`config.mk`:
```
export PLATFORM = sky130hd
export DESIGN_NAME = uart_tx_fifo
export DESIGN_NICKNAME = d
export VERILOG_FILES = /design/src/rtl/uart_pkg.sv /design/src/rtl/uart_sync_fifo.sv /design/src/rtl/uart_tx_fifo.sv
export SDC_FILE = /design/constraint.sdc
export NUM_CORES = 1
export LEC_CHECK = 0
export BUFFER_PORTS_ARGS = -buffer_cell sky130_fd_sc_hd__buf_2
export CAP_MARGIN = 20
export CORE_MARGIN = 2
export CORE_UTILIZATION = 66
export DETAILED_ROUTE_END_ITERATION = 16
export MAX_ROUTING_LAYER = met4
export PLACE_DENSITY = 0.95
export SYNTH_ARGS = -nofsm -noshare
export SYNTH_HDL_FRONTEND = slang
export SYNTH_SLANG_ARGS = --single-unit
```
`constraint.sdc`:
```
create_clock -name clk -period 8.2 [get_ports clk]
set_clock_uncertainty 0.2 [all_clocks]
set_input_delay 1.23 -clock clk [delete_from_list [all_inputs] [get_ports clk]]
set_output_delay 1.23 -clock clk [all_outputs]
set_load 0.05 [all_outputs]
```
`src/rtl/uart_pkg.sv`:
```
// Shared UART definitions: transmit FSM states and line levels for the 8N1 frame.
package uart_pkg;

    typedef enum logic [1:0] {
        IDLE,
        START,
        DATA,
        STOP
    } tx_state_t;

    localparam int   UART_DATA_BITS = 8;
    localparam logic UART_START_LVL = 1'b0;
    localparam logic UART_STOP_LVL  = 1'b1;

endpackage

```
`src/rtl/uart_sync_fifo.sv`:
```
// Single-clock FIFO with head-of-queue read data taken straight from the storage
// flops, so a consumer can pop and capture the head in the same cycle.
module uart_sync_fifo #(
    parameter int DEPTH = 16,
    parameter int WIDTH = 8
) (
    input  logic                     clk,
    input  logic                     rst,
    input  logic                     push_i,
    input  logic [WIDTH-1:0]         push_data_i,
    input  logic                     pop_i,
    output logic [WIDTH-1:0]         head_o,
    output logic                     full_o,
    output logic                     empty_o,
    output logic [$clog2(DEPTH):0]   count_o
);

    localparam int AW = $clog2(DEPTH);

    logic [WIDTH-1:0] mem_q [DEPTH];
    logic [AW-1:0]    wr_ptr_q, wr_ptr_d;
    logic [AW-1:0]    rd_ptr_q, rd_ptr_d;
    logic [AW:0]      count_q, count_d;
    logic             do_push, do_pop;

    // A push while full is refused regardless of a simultaneous pop.
    assign full_o  = (count_q == (AW+1)'(DEPTH));
    assign empty_o = (count_q == '0);
    assign do_push = push_i && !full_o;
    assign do_pop  = pop_i && !empty_o;
    assign head_o  = mem_q[rd_ptr_q];
    assign count_o = count_q;

    // Next pointers and occupancy; DEPTH is a power of two so pointers wrap naturally.
    always_comb begin
        // NOTE: every output of this block gets a default first, so no path leaves one unassigned and no latch is inferred.
        wr_ptr_d = wr_ptr_q;
        rd_ptr_d = rd_ptr_q;
        count_d  = count_q;
        if (do_push) wr_ptr_d = wr_ptr_q + AW'(1);
        if (do_pop)  rd_ptr_d = rd_ptr_q + AW'(1);
        case ({do_push, do_pop})
            2'b10:   count_d = count_q + (AW+1)'(1);
            2'b01:   count_d = count_q - (AW+1)'(1);
            default: count_d = count_q;
        endcase
    end

    // Pointer and occupancy registers.
    always_ff @(posedge clk or posedge rst) begin
        if (rst) begin
            wr_ptr_q <= '0;
            rd_ptr_q <= '0;
            count_q  <= '0;
        end else begin
            wr_ptr_q <= wr_ptr_d;
            rd_ptr_q <= rd_ptr_d;
            count_q  <= count_d;
        end
    end

    // Storage array write port.
    // NOTE: storage is deliberately not reset; empty slots are never read, and resetting them would only add reset fan-out.
    always_ff @(posedge clk) begin
        if (do_push) mem_q[wr_ptr_q] <= push_data_i;
    end

endmodule

```
`src/rtl/uart_tx_fifo.sv`:
```
// Buffered 8N1 UART transmitter: bytes queue in a FIFO and are serialised onto txd
// with a per-frame baud divisor and synchronised CTS flow control.
module uart_tx_fifo
    import uart_pkg::*;
#(
    parameter int DEPTH = 16,
    parameter int DIV_W = 16
) (
    input  logic                   clk,
    input  logic                   reset,
    input  logic [DIV_W-1:0]       baud_div,
    input  logic                   wr_en,
    input  logic [7:0]             wr_data,
    output logic                   full,
    output logic [$clog2(DEPTH):0] count,
    output logic                   overflow,
    input  logic                   clr_ovf,
    input  logic                   cts_n,
    output logic                   txd,
    output logic                   busy,
    output logic                   tx_done
);

    localparam int                BIT_W    = $clog2(UART_DATA_BITS);
    localparam logic [BIT_W-1:0]  LAST_BIT = BIT_W'(UART_DATA_BITS - 1);

    tx_state_t                 state_q, state_d;
    logic [DIV_W-1:0]          div_q, div_d;
    logic [DIV_W-1:0]          timer_q, timer_d;
    logic [BIT_W-1:0]          bit_q, bit_d;
    logic [UART_DATA_BITS-1:0] shift_q, shift_d;
    logic                      txd_q, txd_d;
    logic                      ovf_q, ovf_d;
    logic                      cts_meta_q, cts_sync_q;
    logic                      cts_ok, bit_end, start_frame, pop;
    logic                      fifo_empty;
    logic [UART_DATA_BITS-1:0] head;

    uart_sync_fifo #(
        .DEPTH (DEPTH),
        .WIDTH (UART_DATA_BITS)
    ) u_fifo (
        .clk         (clk),
        .rst         (reset),
        .push_i      (wr_en),
        .push_data_i (wr_data),
        .pop_i       (pop),
        .head_o      (head),
        .full_o      (full),
        .empty_o     (fifo_empty),
        .count_o     (count)
    );

    assign cts_ok   = !cts_sync_q;
    assign bit_end  = (timer_q == '0);
    assign txd      = txd_q;
    assign busy     = (state_q != IDLE);
    assign tx_done  = (state_q == STOP) && bit_end;
    assign overflow = ovf_q;

    // Two-flop synchroniser for the asynchronous CTS input; resets to "not clear".
    always_ff @(posedge clk or posedge reset) begin
        if (reset) begin
            cts_meta_q <= 1'b1;
            cts_sync_q <= 1'b1;
        end else begin
            cts_meta_q <= cts_n;
            cts_sync_q <= cts_meta_q;
        end
    end

    // Sticky overflow: a refused push sets it and wins over a same-cycle clear.
    always_comb begin
        ovf_d = ovf_q;
        if (wr_en && full) ovf_d = 1'b1;
        else if (clr_ovf)  ovf_d = 1'b0;
    end

    // Frame sequencing: bit timing, shifting and the next txd level.
    always_comb begin
        state_d     = state_q;
        div_d       = div_q;
        timer_d     = timer_q;
        bit_d       = bit_q;
        shift_d     = shift_q;
        txd_d       = txd_q;
        start_frame = 1'b0;
        case (state_q)
            IDLE: begin
                txd_d = UART_STOP_LVL;
                if (!fifo_empty && cts_ok) start_frame = 1'b1;
            end
            START: begin
                if (bit_end) begin
                    state_d = DATA;
                    bit_d   = '0;
                    timer_d = div_q;
                    txd_d   = shift_q[0];
                end else begin
                    timer_d = timer_q - DIV_W'(1);
                end
            end
            DATA: begin
                if (bit_end) begin
                    timer_d = div_q;
                    if (bit_q == LAST_BIT) begin
                        state_d = STOP;
                        txd_d   = UART_STOP_LVL;
                    end else begin
                        bit_d   = bit_q + BIT_W'(1);
                        shift_d = shift_q >> 1;
                        txd_d   = shift_q[1];
                    end
                end else begin
                    timer_d = timer_q - DIV_W'(1);
                end
            end
            STOP: begin
                if (bit_end) begin
                    if (!fifo_empty && cts_ok) begin
                        start_frame = 1'b1;
                    end else begin
                        state_d = IDLE;
                        txd_d   = UART_STOP_LVL;
                    end
                end else begin
                    timer_d = timer_q - DIV_W'(1);
                end
            end
            default: begin
                state_d = IDLE;
                txd_d   = UART_STOP_LVL;
            end
        endcase
        // Frame start: capture the head byte and the divisor for the whole frame.
        if (start_frame) begin
            state_d = START;
            shift_d = head;
            div_d   = baud_div;
            timer_d = baud_div;
            txd_d   = UART_START_LVL;
        end
    end

    assign pop = start_frame;

    // FSM and datapath registers; txd comes straight from a flop so the pad never glitches.
    always_ff @(posedge clk or posedge reset) begin
        // NOTE: state updates use non-blocking assignments so every register samples pre-edge values.
        if (reset) begin
            state_q <= IDLE;
            div_q   <= '0;
            timer_q <= '0;
            bit_q   <= '0;
            shift_q <= '0;
            txd_q   <= UART_STOP_LVL;
            ovf_q   <= 1'b0;
        end else begin
            state_q <= state_d;
            div_q   <= div_d;
            timer_q <= timer_d;
            bit_q   <= bit_d;
            shift_q <= shift_d;
            txd_q   <= txd_d;
            ovf_q   <= ovf_d;
        end
    end

endmodule

```
== Word level (Yosys, flattened, before mapping) ==
Memory sizes are Yosys's and may differ from the RTL's.
Index checks and enable logic that the tools add are counted.
W data, S select, Z words.

* Input port bits: 29
* Output and inout bits: 10
* Register bits after elaboration: 62
* Memory bits (writable): 128
* Memories: 1

{| class="wikitable"
|+ Memory list
! name !! words !! width !! read ports !! clocked after Yosys merged registers in !! write ports !! line !! text
|-
| u_fifo.mem_q || 16 || 8 || 1 || 0 || 1 || uart_sync_fifo.sv:20 || <nowiki>logic [WIDTH-1:0] mem_q [DEPTH];</nowiki>
|}

* Equality and inequality tests: 17
* Mux-type cells: 34
* Add/sub/neg operators: 6
* Reductions and logical operators: 25

{| class="wikitable"
|+ Operators with widths
! cell !! count
|-
| $mux W16 || 3
|-
| $mux W8 || 4
|-
| $pmux W16 S2 || 1
|-
| $ne A3 B2 Y1 const B || 6
|-
| $logic_not A16 Y1 || 1
|-
| $sub A16 B1 Y16 const B || 1
|-
| $mux W1 || 12
|-
| $mux W2 || 6
|-
| $reduce_bool A2 Y1 || 6
|-
| $pmux W5 S2 || 1
|-
| $mux W3 || 3
|-
| $add A4 B1 Y4 const B || 2
|-
| $reduce_and A4 Y1 || 2
|-
| $eq A2 B2 Y1 const B || 3
|-
| $ne A2 B2 Y1 const B || 3
|-
| $pmux W2 S3 || 1
|-
| $pmux W3 S2 || 1
|-
| $reduce_and A6 Y1 || 1
|-
| $add A5 B1 Y5 const B || 1
|-
| $eq A5 B5 Y1 const B || 1
|-
| $logic_and A1 B1 Y1 || 5
|-
| $logic_not A5 Y1 || 1
|-
| $sub A5 B1 Y5 const B || 1
|-
| $eq A2 B1 Y1 const B || 2
|-
| other kinds (12) || 14
|}

== Logic depth before layout (Yosys ltp) ==
* Depth in word-level cells: 9
* Gate-level depth with buffers: 19

== Hierarchy ==
A second synthesis with hierarchy kept.

* Cells, all modules: 647
* Area, all modules: 8615.8 sq um

{| class="wikitable"
|+ Modules (own cells, without submodules)
! module !! times used !! cells an instance !! area each (sq um)
|-
| uart_sync_fifo || 1 || 333 || 5796.8
|-
| uart_tx_fifo || 1 || 314 || 2819.0
|}

== Worst setup path before layout ==
OpenSTA, ideal clock, no wires.

* Path type: reg-to-reg
* Start point: reg timer_q[0]
* End point: reg u_fifo.count_q[4], in the netlist u_fifo.count_o[4]
* Library setup time: 0.123 ns
* Required time: 7.877 ns
* Cell stages (with the launch flop): 20
* Buffers on the path: 4
* Clock period less this slack: 4.260 ns
* Data arrival time: 3.937 ns
* Path slack: 3.940 ns
* Cell sequence: dfrtp_1 -> inv_1 -> ha_1 -> or4b_1 -> clkbuf_1 -> or4_1 -> clkbuf_1 -> o31a_1 -> clkinv_2 -> buf_2 -> ha_1 -> clkbuf_1 -> xor2_1 -> ha_1 -> o21a_1 -> o22a_1 -> a21oi_1 -> xor2_1 -> nor2_1 -> xnor2_1

* Word-level cells in the longest chain between the ends: 6
* Elaborated cells between the ends (all ways): 8

{| class="wikitable"
|+ RTL lines
! item !! line !! text
|-
| start, declared || uart_tx_fifo.sv:29 || <nowiki>logic [DIV_W-1:0] timer_q, timer_d;</nowiki>
|-
| start signal, assigned || uart_tx_fifo.sv:161 || <nowiki>timer_q <= timer_d;</nowiki>
|-
| $logic_not A16 Y1 * || uart_tx_fifo.sv:55 || <nowiki>assign bit_end = (timer_q == '0);</nowiki>
|-
| $mux W1 * || uart_tx_fifo.sv:119 || <nowiki>if (bit_end) begin</nowiki>
|-
| $pmux W1 S2 * || uart_tx_fifo.sv:88 || <nowiki>case (state_q)</nowiki>
|-
| $logic_and A1 B1 Y1 * || uart_sync_fifo.sv:30 || <nowiki>assign do_pop = pop_i && !empty_o;</nowiki>
|-
| net u_fifo.do_pop || uart_sync_fifo.sv:24 || <nowiki>logic do_push, do_pop;</nowiki>
|-
| $eq A2 B1 Y1 or $eq A2 B2 Y1 (tied branches) || uart_sync_fifo.sv:42 || <nowiki>case ({do_push, do_pop})</nowiki>
|-
| $pmux W5 S2 or $reduce_bool A2 Y1 (tied branches) || n/a ||
|-
| end signal, assigned || uart_sync_fifo.sv:58 || <nowiki>count_q <= count_d;</nowiki>
|-
| end, declared || uart_sync_fifo.sv:23 || <nowiki>logic [AW:0] count_q, count_d;</nowiki>
|}

The timed path passes the listed nets; every way through them passes the cells marked *.
A chain may end at the register's enable or synchronous reset.

== Worst setup path in the final report ==
* Start point: reg timer_q[0]
* End point: reg u_fifo.count_q[4], in the netlist u_fifo.count_o[4]

* Word-level cells in the longest chain between the ends: 6
* Elaborated cells between the ends (all ways): 8

{| class="wikitable"
|+ RTL lines
! item !! line
|-
| $logic_not A16 Y1 * || uart_tx_fifo.sv:55
|-
| $mux W1 * || uart_tx_fifo.sv:119
|-
| $pmux W1 S2 * || uart_tx_fifo.sv:88
|-
| $logic_and A1 B1 Y1 * || uart_sync_fifo.sv:30
|-
| $eq A2 B1 Y1 or $eq A2 B2 Y1 (tied branches) || uart_sync_fifo.sv:42
|-
| $pmux W5 S2 or $reduce_bool A2 Y1 (tied branches) || n/a
|}

Every way passes the cells marked *; elsewhere a longest branch is shown, timed or not.

==> metrics <==
status=finished clean; Area growth syn-to-layout=10.68%; CORE AREA=12570 um^2; flops & latches, synth=190; number of buffers created by CTS=17; Final Cycle Share=60.39%; Tightest Hold Check Type=register to register; synthesized instance count=633; number of remaining DRC errors=0; fin area=9388 um^2; gp weighted congestion=0.9390; critical path type=register to register; largest net degree at the start of global routing=between 60 and 70; total I/O pin count=39; final worst path period need=just under 5 ns; Post-synth EDFFs=128; Mean Syn Cell Area=around 13 um^2; detailed-route via count=5596; WL final=19630 um; Iteration-0 DRC Markers=750; Synth cell types=57; # hold bufs at CTS=0; Post-synth ARST share=between 30% and 40%; root buffer cell=clkbuf_16; Slew @ Worst Pin=0.8833 ns; Final Hold Fails=0; Post-DP Area=8746 um^2; Syn Std Cell Area=8482 um^2; Post-CTS Resized=0; Synth Flop Type=edfxtp_1; layout cell share with drive strength beyond 1=17.51%; Worst EP required=8.37 ns; Fmax=201.9 MHz; Leak Pwr=about 3.6 nW; Worst VDD drop=around 0.23 mV; Clock Sinks=190; total die area=13770 um^2; clock-pin slew on the worst setup and hold paths=0.08 ns; CTS tree=done; Worst setup EP type=register; gr usage total=30.98%; Layout Nets=707; latest clock arrival within the worst-skew pair=~0.45 ns; setup violators final=0; Congestion Overflow GR=0; Slew Viols, Final=0; first-pass GRT wire length=between 30000 and 40000 um; max-cap viol count=0; Slew HR=around 41%; vias in the first global route=5706; wire per inst=approximately 23 um; Crit path arrival time=a little over 5 ns; element type at the critical path start=register; Setup TNS=0 ns; vias per std cell=6.615; DP HPWL=12080 um; Die Span X=117.4 um; crit-path max FO=37; Starting Density=67.49%; H-tree depth=4; Post-DRT Antenna Nets=0; Synth Warn #=0; row count=41; Pwr Density=366.6 nW/um^2; # port buffers=38; Clock Path Buffers=2; RSZ-0062 raised after global routing=false; antenna violations before repair=0; die height=117.4 um; Inserted Diodes=0; setup repair bufs after CTS=0; Syn Nets=between 600 and 700; first-pass iteration count of the detailed router=5; register area share after synthesis=63.65%
cells by family (layout without fill, tap and decap cells):
family / Yosys count / in the layout / share of synthesized area, %
multiplexers: 56 / 56 / 9.928
buffers and inverters: 53 / 94 / 2.965
XOR/XNOR: 23 / 23 / 2.375
adder cells (fa/ha/maj): 17 / 17 / 2.508
AND/OR/NAND/NOR: 187 / 187 / 10.03
AO/OA/AOI/OAI: 107 / 107 / 8.541
flip-flops: 190 / 190 / 63.65
where the power goes:
group / switching [mW] / internal, mW
Sequential: 0.176 / 1.23
Combinational: 0.728 / 0.461
Clock: 0.425 / 0.417
Total: 1.33 / 2.11
cell usage in the layout (no fill, tap or decap), types with 8 or more instances in the layout:
cell and n:
o21ai_0 19, ha_1 17, dfrtp_1 58, mux2i_1 29
xor2_1 13, nor2_1 46, nand2_1 85, a21oi_1 13
xnor2_1 10, o211ai_1 8, clkbuf_16 17, o221ai_1 10
a31oi_1 11, mux4_2 22, inv_1 13, o22ai_1 10
buf_2 40, nor3_1 15, edfxtp_1 128
through the flow:
step	utilization, %	power [mW]	hold WS, ns	setup WS, ns	std cells
global placement	69.39	2.460	0.1478	3.646	809
finish	74.69	3.442	0.1597	3.248	846
detailed placement	69.59	2.554	0.1511	3.369	813
floorplan	-	2.267	0.1452	3.940	633
CTS	74.47	3.411	0.1622	3.335	845
global route	74.69	3.604	0.1693	2.990	846
area by class of cell:
| class | count | area (um^2) |
|---|---|---|
| well taps | 172 | 215.2 |
| inverters | 16 | 61.31 |
| flip-flops and latches | 190 | 5400 |
| clock buffers | 17 | 425.4 |
| fillers | 697 | 3181 |
| clock inverters | 15 | 188.9 |
| repair buffers | 46 | 265.3 |
| multi-input cells | 390 | 2831 |
cells in the mapped netlist (11+ instances only):
cell type,instances,area share [%]
dfrtp_1,59,17
mux2i_1,29,3.4
xor2_1,13,1.3
nor3_1,15,0.89
a21oi_1,13,0.77
o21ai_0,19,1.1
mux4_2,22,5.8
inv_1,14,0.62
a31oi_1,11,0.81
clkbuf_1,20,0.89
edfxtp_1,128,45
nand2_1,85,3.8
nor2_1,46,2.0
ha_1,17,2.5
per-layer routing:
metal / part of all wire, % / track usage [%]
met2: 52 / 50.37
met3: 8.0 / 7.053
met5: 0 / -
met4: 3.8 / 15.96
met1: 36 / 36.54
critical path, cell delays in order, from the launching register on:
cell and delay, ns:
dfrtp_1 0.44, inv_1 0.08, ha_1 0.18, or4b_1 0.68, or4_1 0.68, o31a_1 0.33
clkinv_2 0.37, ha_1 0.48, xor2_1 0.22, ha_1 0.25, a21boi_0 0.26, o22a_1 0.20
a21oi_1 0.10, xor2_1 0.15, nor2_1 0.12, xnor2_1 0.12
sequential cells by signal, summed over array words and instances (netlist names), 2 cells and up:
name	count
u_fifo.rd_ptr_q	4
u_fifo.wr_ptr_q	4
u_fifo.mem_q	128
bit_q	3
div_q	16
state_q	2
u_fifo.count_o	5
shift_q	8
timer_q	16
path summary, 6_finish.rpt:
check                      startpoint                 end  slack (ns)  depth (start not counted)
max reg2reg                timer_q[0]   u_fifo.count_o[4]        3.25                         15
max                        timer_q[0]   u_fifo.count_o[4]        3.25                         15
max in group asynchronous       reset  u_fifo.rd_ptr_q[0]        6.44                          3
min in group asynchronous       reset  u_fifo.wr_ptr_q[0]        0.78                          3
min reg2reg                cts_meta_q          cts_sync_q        0.16                          0
min                        cts_meta_q          cts_sync_q        0.16                          0
No activity file was read; power rests on OpenSTA's default activity.
